File: config.mk
export PLATFORM = sky130hd
export DESIGN_NAME = split_shift_seq
export DESIGN_NICKNAME = d
export VERILOG_FILES = /design/src/rtl/split_pkg.sv /design/src/rtl/split_shift_reduce.sv /design/src/rtl/split_shift_seq.sv
export SDC_FILE = /design/constraint.sdc
export NUM_CORES = 1
export LEC_CHECK = 0
export CAP_MARGIN = 20
export CELL_PAD_IN_SITES_DETAIL_PLACEMENT = 1
export CELL_PAD_IN_SITES_GLOBAL_PLACEMENT = 2
export CORE_MARGIN = 2
export CORE_UTILIZATION = 30
export DETAILED_ROUTE_END_ITERATION = 6
export PLACE_DENSITY = 0.81
export REMOVE_ABC_BUFFERS = 1
export SLEW_MARGIN = 15
export SYNTH_ARGS = -nofsm -noshare
export SYNTH_HDL_FRONTEND = slang
export SYNTH_SLANG_ARGS = --single-unit
File: constraint.sdc
create_clock -name clk -period 6 [get_ports clk]
set_clock_uncertainty 0.15 [all_clocks]
set_input_delay 1.2 -clock clk [delete_from_list [all_inputs] [get_ports clk]]
set_output_delay 1.2 -clock clk [all_outputs]
set_load 0.01 [all_outputs]
File: src/rtl/split_pkg.sv
// Shared types and defaults for the sequential shifted-variable split checker.
package split_pkg;

    typedef enum logic [1:0] {
        IDLE = 2'd0,
        EVAL = 2'd1,
        DONE = 2'd2
    } state_e;

    localparam int NUM_CH_D  = 4;
    localparam int VAR_W_D   = 60;
    localparam int SHIFT_W_D = 6;

    // A single channel still needs a one-bit index register.
    function automatic int idx_w(input int n);
        return (n <= 1) ? 1 : $clog2(n);
    endfunction

endpackage

File: src/rtl/split_shift_reduce.sv
// One channel of the checker: shifted-variable nonzero test with polarity.
module split_shift_reduce
    import split_pkg::*;
#(
    parameter int VAR_W   = VAR_W_D,
    parameter int SHIFT_W = SHIFT_W_D
) (
    input  logic [VAR_W-1:0]   var_i,
    input  logic [SHIFT_W-1:0] shamt_i,
    input  logic               mode_i,
    output logic               pass_o
);

    logic             in_range;
    logic [VAR_W-1:0] shifted;
    logic             r;

    // Shifts at or past the slot width empty it rather than wrapping.
    assign in_range = 32'(shamt_i) < VAR_W;
    assign shifted  = var_i >> shamt_i;
    assign r        = in_range & (|shifted);
    assign pass_o   = mode_i ? ~r : r;

endmodule

File: src/rtl/split_shift_seq.sv
// Sequential split checker: captures a bundle, evaluates one channel per clock.
module split_shift_seq
    import split_pkg::*;
#(
    parameter int NUM_CH     = NUM_CH_D,
    parameter int VAR_W      = VAR_W_D,
    parameter int SHIFT_W    = SHIFT_W_D,
    parameter bit EARLY_EXIT = 1'b0
) (
    input  logic                      clk,
    input  logic                      rst_n,
    input  logic                      in_valid,
    output logic                      in_ready,
    input  logic [NUM_CH*VAR_W-1:0]   vars,
    input  logic [NUM_CH*SHIFT_W-1:0] shamt,
    input  logic [NUM_CH-1:0]         mode,
    output logic                      out_valid,
    input  logic                      out_ready,
    output logic                      x,
    output logic [NUM_CH-1:0]         ch_result
);

    localparam int IDXW = idx_w(NUM_CH);
    localparam logic [IDXW-1:0] LAST = IDXW'(NUM_CH - 1);

    state_e state_q, state_d;

    logic [NUM_CH*VAR_W-1:0]   vars_q, vars_d;
    logic [NUM_CH*SHIFT_W-1:0] shamt_q, shamt_d;
    logic [NUM_CH-1:0]         mode_q, mode_d;
    logic [IDXW-1:0]           idx_q, idx_d;
    logic [NUM_CH-1:0]         res_q, res_d, res_upd;
    logic                      x_q, x_d;

    logic [VAR_W-1:0]   var_sel;
    logic [SHIFT_W-1:0] shamt_sel;
    logic               mode_sel;
    logic               pass;
    logic               accept;
    logic               finish;

    always_comb begin
        var_sel   = '0;
        shamt_sel = '0;
        mode_sel  = 1'b0;
        res_upd   = res_q;
        for (int i = 0; i < NUM_CH; i++) begin
            if (idx_q == IDXW'(i)) begin
                var_sel    = vars_q[i*VAR_W +: VAR_W];
                shamt_sel  = shamt_q[i*SHIFT_W +: SHIFT_W];
                mode_sel   = mode_q[i];
                res_upd[i] = pass;
            end
        end
    end

    split_shift_reduce #(
        .VAR_W   (VAR_W),
        .SHIFT_W (SHIFT_W)
    ) u_reduce (
        .var_i   (var_sel),
        .shamt_i (shamt_sel),
        .mode_i  (mode_sel),
        .pass_o  (pass)
    );

    assign accept = (state_q == IDLE) && in_valid;
    assign finish = (idx_q == LAST) || (EARLY_EXIT && !pass);

    always_ff @(posedge clk or negedge rst_n) begin
        if (!rst_n) state_q <= IDLE;
        else        state_q <= state_d;
    end

    always_comb begin
        state_d = state_q;
        unique case (state_q)
            IDLE:    if (in_valid)  state_d = EVAL;
            EVAL:    if (finish)    state_d = DONE;
            DONE:    if (out_ready) state_d = IDLE;
            default:                state_d = IDLE;
        endcase
    end

    always_comb begin
        in_ready  = (state_q == IDLE);
        out_valid = (state_q == DONE);
        x         = x_q;
        ch_result = res_q;
    end

    always_comb begin
        vars_d  = vars_q;
        shamt_d = shamt_q;
        mode_d  = mode_q;
        idx_d   = idx_q;
        res_d   = res_q;
        x_d     = x_q;
        if (accept) begin
            vars_d  = vars;
            shamt_d = shamt;
            mode_d  = mode;
            idx_d   = '0;
            res_d   = '0;
        end else if (state_q == EVAL) begin
            res_d = res_upd;
            if (finish) x_d   = &res_upd;
            else        idx_d = idx_q + 1'b1;
        end
    end

    always_ff @(posedge clk or negedge rst_n) begin
        if (!rst_n) begin
            vars_q  <= '0;
            shamt_q <= '0;
            mode_q  <= '0;
            idx_q   <= '0;
            res_q   <= '0;
            x_q     <= 1'b0;
        end else begin
            vars_q  <= vars_d;
            shamt_q <= shamt_d;
            mode_q  <= mode_d;
            idx_q   <= idx_d;
            res_q   <= res_d;
            x_q     <= x_d;
        end
    end

endmodule
==> results of run 1 <==
per-stage QoR:
stage	setup slack (ns)	TNS, ns	instances	hold WS [ns]
5_1_grt	0.0496	0	2825	0.342
3_3_place_gp	0.684	0	2763	0.309
3_5_place_dp	0.618	0	2763	0.313
6_report	0.489	0	2825	0.326
4_1_cts	0.552	0	2825	0.329
2_1_floorplan	-2.24	-33.03	1776	0.287
registers in the layout (all words and copies together) (netlist names):
register   flops
vars_q       240
x              1
ch_result      4
state_q        2
idx_q          2
mode_q         4
shamt_q       24
worst max-delay path: cells and delay by family (launching register included):
family                     cells  cell delay (ns)
and+or+nand+nor                4             1.76
DFF                            1             0.45
buffers and inverters          2             0.49
AOI/OAI and AO/OA              8             1.98
adders and majority gates      1             0.56
cells by family after synthesis:
family                     count (synthesis)  synth area share [%]
and+or+nand+nor                         1095                  29.2
AOI/OAI and AO/OA                        383                  19.5
DFF                                      277                  45.4
buffers and inverters                    152                  4.93
muxes                                      9                 0.607
adders and majority gates                  4                 0.328
final cells by class:
class                   count  share of cell area [%]
clock buffers              51                    5.35
inverters                   8                   0.152
well taps                 672                    4.25
clock inverters            11                   0.614
multi-input cells        1491                    38.6
flip-flops and latches    277                    35.1
repair buffers            315                    15.9
power breakdown:
group / internal (uW) / switching, uW
logic: 3010 / 6060
clock network: 1310 / 833
registers: 2740 / 569
Yosys cell counts, drive strengths merged (4+ instances only):
cell / instances / area, sq um
clkbuf: 75 / 283
a31oi: 10 / 62.6
a2111oi: 19 / 200
ha: 4 / 50.1
nand4: 5 / 31.3
o2111ai: 7 / 61.3
nand2: 835 / 3130
mux2i: 7 / 70.1
buf: 69 / 439
o21ai: 45 / 225
a211oi: 42 / 325
nor3: 115 / 581
o211ai: 9 / 67.6
nor4: 25 / 163
a221oi: 60 / 669
inv: 8 / 30.0
and3b: 4 / 35.0
nand2b: 8 / 50.1
o311ai: 4 / 35.0
a21oi: 51 / 259
dfrtp: 277 / 6930
a211o: 4 / 35.0
o221ai: 10 / 100
nor2: 73 / 274
nand3: 12 / 60.1
o22ai: 69 / 432
or4: 4 / 30.0
a22oi: 4 / 30.0
o31ai: 10 / 88.8
o32ai: 7 / 61.3
layer usage:
layer,global-route usage (%),wire (um),vias up
met3,3.45,2250,68
met4,4.97,973,0
met2,36.8,27900,314
met5,0,0,-
met1,29.7,26600,7449
li1,-,-,7135
worst max-delay path by stage:
stage | start | endpoint | slack [ns] | cells after the start
2_1_floorplan | idx_q[1] | ch_result[0] | -2.24 | 13
3_3_place_gp | idx_q[0] | ch_result[0] | 0.68 | 15
3_5_place_dp | idx_q[0] | ch_result[1] | 0.62 | 15
4_1_cts | idx_q[0] | ch_result[1] | 0.55 | 15
5_1_grt | idx_q[0] | x | 0.05 | 15
6_report | idx_q[0] | ch_result[1] | 0.49 | 15
==> flow_results.xml, run 1 <==
<?xml version="1.0" encoding="UTF-8"?>
<metrics>
  <group name="finish">
    <metric name="layout.cells.most_common_list" unit="">834 x nand2_1, 277 x dfrtp_1, 277 x clkdlybuf4s50_1</metric>
    <metric name="multiInputGateArea" unit="sq mm">0.00764</metric>
    <metric name="drive_above_1_share" unit="%">6.78</metric>
    <metric name="antenna-diode-count" unit="">0</metric>
    <metric name="most_frequent_standard_cell_in_the_layout_excluding_fill_and_tap_cells" unit="">nand2_1</metric>
    <metric name="fillers" unit="">5949</metric>
    <metric name="final_core_utilization" unit="%">39.4</metric>
    <metric name="finalInstanceArea" unit="sq mm">0.0198</metric>
    <metric name="finish.net_count" unit="">2403</metric>
    <metric name="final-seq-area" unit="sq mm">0.00693</metric>
    <metric name="area_overhead_vs_synth" unit="%">29.6</metric>
  </group>
  <group name="place">
    <metric name="placedInstanceArea" unit="sq mm">0.0186</metric>
    <metric name="gp_routability_congestion" unit="">0.903</metric>
    <metric name="io_buf_count" unit="">278</metric>
    <metric name="hpwlAfterDp" unit="um">41900</metric>
  </group>
  <group name="cts">
    <metric name="clkSlewWorstSetupHoldPaths" unit="ns">0.06</metric>
    <metric name="worst_skew_pair.late_latency" unit="ns">0.54</metric>
    <metric name="tritoncts" unit="">done</metric>
    <metric name="clock_tree.buffer_depth" unit="">3</metric>
    <metric name="cts-buffers-inserted" unit="">34</metric>
    <metric name="cts_root_buffer" unit="">clkbuf_16</metric>
    <metric name="clock_sink_count" unit="">277</metric>
    <metric name="h-tree-depth" unit="">2</metric>
    <metric name="post_cts.repair.setup_buffers" unit="">0</metric>
    <metric name="post_cts_resized" unit="">0</metric>
    <metric name="postCtsHoldBufs" unit="">0</metric>
  </group>
  <group name="routing">
    <metric name="vias_per_cell" unit="">5.30</metric>
    <metric name="wire_per_inst" unit="um">20.4</metric>
    <metric name="detail-route-antenna-nets" unit="">0</metric>
    <metric name="drt-pass1-iter-count" unit="">5</metric>
    <metric name="first_iteration_detailed_routing_drc_count" unit="">1080</metric>
    <metric name="num_vias" unit="">14966</metric>
    <metric name="drt-total-wl" unit="um">57700</metric>
    <metric name="post-route-drc-count" unit="">0</metric>
  </group>
  <group name="setup_path">
    <metric name="crit_slowest_cell" unit="">or2_4</metric>
    <metric name="critical-path-top-cell-by-count" unit="">o31ai_1</metric>
    <metric name="regToRegStartpoint" unit="">idx_q[0]</metric>
    <metric name="slowest_delay" unit="ns">0.67</metric>
    <metric name="worstPathArrival" unit="ns">5.78</metric>
    <metric name="startpoint_type" unit="">flip-flop</metric>
    <metric name="r2r_end" unit="">ch_result[1]</metric>
    <metric name="worstPathRequired" unit="ns">6.27</metric>
    <metric name="worstRegToRegCells" unit="">15</metric>
    <metric name="cp_max_fo" unit="">36</metric>
    <metric name="setup.reg_to_reg.worst_slack" unit="ns">0.49</metric>
    <metric name="timing.critical_path.to_type" unit="">flip-flop</metric>
    <metric name="worstSetupPathType" unit="">reg -&gt; reg</metric>
    <metric name="timing.critical_path.cells" unit="">inv_1, ha_1, or2_4, a221oi_2, nor2_2, buf_4, o31ai_1, a21oi_1, a2111oi_0, o32ai_1, nor4_1, a31oi_1, o31ai_4, and3_1, o31ai_1</metric>
  </group>
  <group name="floorplan">
    <metric name="die_width" unit="um">229</metric>
    <metric name="placementRows" unit="">82</metric>
    <metric name="floorplan.core_area" unit="sq mm">0.0502</metric>
    <metric name="die_area" unit="sq mm">0.0527</metric>
    <metric name="floorplan.initialDensity" unit="%">30.4</metric>
    <metric name="die_h" unit="um">229</metric>
    <metric name="ios" unit="">279</metric>
  </group>
  <group name="pwr">
    <metric name="power" unit="uW">14500</metric>
    <metric name="power_leakage" unit="uW">0.00890</metric>
    <metric name="largest_vdd_supply_drop" unit="uV">317</metric>
    <metric name="p_per_area" unit="mW/mm^2">735</metric>
  </group>
  <group name="yosys">
    <metric name="syn_area_per_cell" unit="sq um">7.95</metric>
    <metric name="synth-main-ff-cell" unit="">dfrtp_1</metric>
    <metric name="synthDistinctLibCells" unit="">76</metric>
    <metric name="netlist_instances" unit="">1920</metric>
    <metric name="async_flop_share" unit="%">100</metric>
    <metric name="synth-edff-count" unit="">0</metric>
    <metric name="syn-cell-area" unit="sq mm">0.0153</metric>
    <metric name="ys.warnings.count" unit="">0</metric>
    <metric name="yosysSeqAreaShare" unit="%">45.4</metric>
    <metric name="yosys_register_bits" unit="">277</metric>
  </group>
  <group name="global_route">
    <metric name="grt_antenna_before_repair" unit="">0</metric>
    <metric name="grt_start_max_net_pins" unit="">148</metric>
    <metric name="first_global_vias" unit="">16097</metric>
    <metric name="grt.total_usage" unit="%">22.0</metric>
    <metric name="grt_first_pass_wirelength" unit="um">92500</metric>
    <metric name="grt_overflow_total" unit="">0</metric>
  </group>
  <group name="timing">
    <metric name="final_setup_violation_count" unit="">0</metric>
    <metric name="timing_worst_slew_pin_value" unit="ns">1.03</metric>
    <metric name="finalHoldViolations" unit="">0</metric>
    <metric name="period_share" unit="%">91.9</metric>
    <metric name="max_freq" unit="MHz">181</metric>
    <metric name="final.min_clock_period" unit="ns">5.51</metric>
    <metric name="rsz0062_at_grt" unit="">no</metric>
    <metric name="slew_viol_final" unit="">0</metric>
    <metric name="slew_headroom" unit="%">29.5</metric>
  </group>
  <group name="worst_hold_path">
    <metric name="hold_path_end" unit="">vars_q[216]</metric>
    <metric name="depth_of_the_worst_hold_timing_path" unit="">2</metric>
    <metric name="worstHoldPathType" unit="">reg -&gt; reg</metric>
    <metric name="worst_hold_startpoint" unit="">vars_q[216]</metric>
  </group>
  <group name="flow_run">
    <metric name="max-cap-violations" unit="">0</metric>
  </group>
  <group name="run_status">
    <metric name="outcome" unit="">finished clean</metric>
  </group>
</metrics>
Note: power is estimated with default switching activity, not from simulation.
==> inputs of run 2 (changes only) <==
GPL_TIMING_DRIVEN = 1   (was default)
clock period = 6.95 ns   (was 6 ns; I/O delays follow)
==> flow_results.xml, run 2 (synthesis gave the netlist of run 1 again) <==
<?xml version="1.0" encoding="UTF-8"?>
<metrics>
  <group name="pwr">
    <metric name="switchingPower" unit="uW">6330</metric>
    <metric name="pwr-share-clk" unit="%">13.4</metric>
    <metric name="share_seq_of_total_power" unit="%">23.5</metric>
    <metric name="share_comb_of_total_power" unit="%">63.2</metric>
    <metric name="largest_vdd_supply_drop" unit="uV">326</metric>
    <metric name="power_leakage" unit="uW">0.00877</metric>
    <metric name="cell_internal_pwr" unit="uW">5890</metric>
    <metric name="netSwitchingFraction" unit="%">51.8</metric>
    <metric name="p_per_area" unit="mW/mm^2">626</metric>
  </group>
  <group name="finish">
    <metric name="most_frequent_standard_cell_in_the_layout_excluding_fill_and_tap_cells" unit="">nand2_1</metric>
    <metric name="area_overhead_vs_synth" unit="%">27.9</metric>
    <metric name="layout.cells.most_common_list" unit="">834 x nand2_1, 277 x dfrtp_1, 277 x clkdlybuf4s50_1</metric>
    <metric name="antenna-diode-count" unit="">0</metric>
    <metric name="largest_reg_flops" unit="">240</metric>
    <metric name="fillers" unit="">5906</metric>
    <metric name="drive_above_1_share" unit="%">5.85</metric>
    <metric name="finish.net_count" unit="">2390</metric>
    <metric name="reg_top3" unit="">vars_q x240, shamt_q x24</metric>
    <metric name="registers.top_by_ff_count" unit="">vars_q</metric>
  </group>
  <group name="setup_path">
    <metric name="worstPathRequired" unit="ns">7.25</metric>
    <metric name="crit_slowest_cell" unit="">a2111oi_0</metric>
    <metric name="setup.reg_to_reg.worst_slack" unit="ns">0.88</metric>
    <metric name="cp_max_fo" unit="">52</metric>
    <metric name="startpoint_type" unit="">flip-flop</metric>
    <metric name="worstPathArrival" unit="ns">6.37</metric>
    <metric name="timing.critical_path.to_type" unit="">flip-flop</metric>
    <metric name="worst_setup_path_startpoint" unit="">idx_q[1]</metric>
    <metric name="slowest_delay" unit="ns">0.94</metric>
    <metric name="worstSetupPathType" unit="">reg -&gt; reg</metric>
    <metric name="timing.critical_path.cells" unit="">inv_1, ha_4, buf_4, a211o_1, o221a_4, nor3_1, nor2_1, mux2i_1, a2111oi_0, o32ai_1, nor4_1, a31oi_1, o31ai_4, a21oi_2, o31ai_1</metric>
    <metric name="r2r_end" unit="">ch_result[0]</metric>
    <metric name="regToRegStartpoint" unit="">idx_q[1]</metric>
    <metric name="worstRegToRegCells" unit="">15</metric>
  </group>
  <group name="run_status">
    <metric name="outcome" unit="">finished clean</metric>
  </group>
  <group name="routing">
    <metric name="detail-route-antenna-nets" unit="">0</metric>
    <metric name="first_iteration_detailed_routing_drc_count" unit="">951</metric>
    <metric name="num_vias" unit="">14864</metric>
    <metric name="vias_per_cell" unit="">5.30</metric>
    <metric name="drt-pass1-iter-count" unit="">5</metric>
    <metric name="post-route-drc-count" unit="">0</metric>
    <metric name="wire_per_inst" unit="um">20.4</metric>
    <metric name="drt-total-wl" unit="um">57100</metric>
  </group>
  <group name="place">
    <metric name="io_buf_count" unit="">278</metric>
    <metric name="gp_routability_congestion" unit="">0.885</metric>
    <metric name="dp_worst_setup_slack" unit="ns">0.836</metric>
    <metric name="hpwlAfterDp" unit="um">41000</metric>
  </group>
  <group name="floorplan">
    <metric name="ios" unit="">279</metric>
    <metric name="die_area" unit="sq mm">0.0527</metric>
    <metric name="die_width" unit="um">229</metric>
    <metric name="floorplan.initialDensity" unit="%">30.4</metric>
    <metric name="die_h" unit="um">229</metric>
    <metric name="placementRows" unit="">82</metric>
    <metric name="floorplan.core_area" unit="sq mm">0.0502</metric>
  </group>
  <group name="timing">
    <metric name="final.hold.worst_slack" unit="ns">0.325</metric>
    <metric name="slew_headroom" unit="%">29.2</metric>
    <metric name="setup-tns-final" unit="ns">0</metric>
    <metric name="finalHoldViolations" unit="">0</metric>
    <metric name="timing_worst_slew_pin_value" unit="ns">1.06</metric>
    <metric name="rsz0062_at_grt" unit="">no</metric>
    <metric name="period_share" unit="%">87.4</metric>
    <metric name="setup_slack" unit="ns">0.878</metric>
    <metric name="final_setup_violation_count" unit="">0</metric>
    <metric name="max_freq" unit="MHz">165</metric>
    <metric name="final.min_clock_period" unit="ns">6.07</metric>
    <metric name="slew_viol_final" unit="">0</metric>
  </group>
  <group name="global_route">
    <metric name="first_global_vias" unit="">15714</metric>
    <metric name="grt_antenna_before_repair" unit="">0</metric>
    <metric name="grt_overflow_total" unit="">0</metric>
    <metric name="grt_start_max_net_pins" unit="">156</metric>
    <metric name="grt.total_usage" unit="%">21.5</metric>
    <metric name="grt_first_pass_wirelength" unit="um">90900</metric>
  </group>
  <group name="worst_hold_path">
    <metric name="worst_hold_startpoint" unit="">vars_q[159]</metric>
    <metric name="worstHoldPathType" unit="">reg -&gt; reg</metric>
    <metric name="depth_of_the_worst_hold_timing_path" unit="">2</metric>
    <metric name="hold_path_end" unit="">vars_q[159]</metric>
  </group>
  <group name="cts">
    <metric name="clock_sink_count" unit="">277</metric>
    <metric name="cts_root_buffer" unit="">clkbuf_16</metric>
    <metric name="postCtsHoldBufs" unit="">0</metric>
    <metric name="cts-buffers-inserted" unit="">31</metric>
    <metric name="post_cts.repair.setup_buffers" unit="">0</metric>
    <metric name="worst_skew_pair.late_latency" unit="ns">0.58</metric>
    <metric name="post_cts_resized" unit="">0</metric>
    <metric name="h-tree-depth" unit="">1</metric>
    <metric name="clkSlewWorstSetupHoldPaths" unit="ns">0.06</metric>
    <metric name="clock_tree.buffer_depth" unit="">3</metric>
    <metric name="tritoncts" unit="">done</metric>
  </group>
  <group name="flow_run">
    <metric name="max-cap-violations" unit="">0</metric>
  </group>
</metrics>
[run 2: cell types whose count changed in the layout (fill, tap and decap cells not counted), sizes merged]
cell and delta:
clkbuf -3, clkinv -2, buf -10, inv -1
clkinvlp -2
[run 2: critical path, delay by kind of cell (launching register included)]
family	cells	cell delay [ns]
buffers and inverters	2	0.77
AO/OA/AOI/OAI	8	3.10
flip-flops	1	0.41
multiplexers	1	0.17
adder cells (fa/ha/maj)	1	0.48
AND/OR/NAND/NOR	3	0.82
[run 2: area by class of cell]
cell class / instances / area [sq um] / share of cell area, %
multi-input combinational: 1491 / 7640 / 39.2
sequential: 277 / 6930 / 35.5
timing repair buffer: 305 / 3070 / 15.7
clock buffer: 48 / 920 / 4.72
tap: 672 / 841 / 4.31
clock inverter: 6 / 80.1 / 0.411
inverter: 8 / 30.0 / 0.154
[run 2: stage by stage]
stage / power [uW] / util (%) / cell area, sq um / std cells
3_5_place_dp: 10500 / 36.9 / 18500 / 2753
5_1_grt: 13200 / 38.9 / 19500 / 2807
2_1_floorplan: 7880 / - / 14500 / 1776
3_3_place_gp: 10400 / 36.9 / 18500 / 2753
6_report: 12200 / 38.9 / 19500 / 2807
4_1_cts: 12200 / 38.9 / 19500 / 2807
[run 2: worst max-delay path by stage]
| stage | endpoint | slack (ns) | cells past startpoint |
|---|---|---|---|
| floorplan | ch_result[0] | -1.29 | 13 |
| finish | ch_result[0] | 0.88 | 15 |
| global route | ch_result[0] | 0.48 | 15 |
| global placement | ch_result[1] | 1.0 | 15 |
| detailed placement | ch_result[0] | 0.84 | 15 |
| CTS | ch_result[0] | 0.85 | 15 |
[run 2: metal layers]
| layer | vias up | global-route usage (%) | wire length [um] |
|---|---|---|---|
| met3 | 65 | 2.69 | 2010 |
| met2 | 312 | 35.0 | 26700 |
| li1 | 7075 | - | - |
| met1 | 7412 | 30.3 | 27200 |
| met5 | - | 0 | 0 |
| met4 | 0 | 4.85 | 1200 |
[run 2: power groups by stage]
stage	registers, uW	logic (uW)	clock network, uW
final	2870	7720	1630
after global routing	2950	8500	1750
after CTS	2860	7710	1680
after detailed placement	2880	7670	0
after global placement	2860	7590	0
after floorplan	2710	5170	0
==> inputs of run 3 (changes only) <==
SETUP_SLACK_MARGIN = 0.05   (was default)
==> results of run 3 <==
Same layout as run 2: the final DEF is identical, and so are final timing and power.
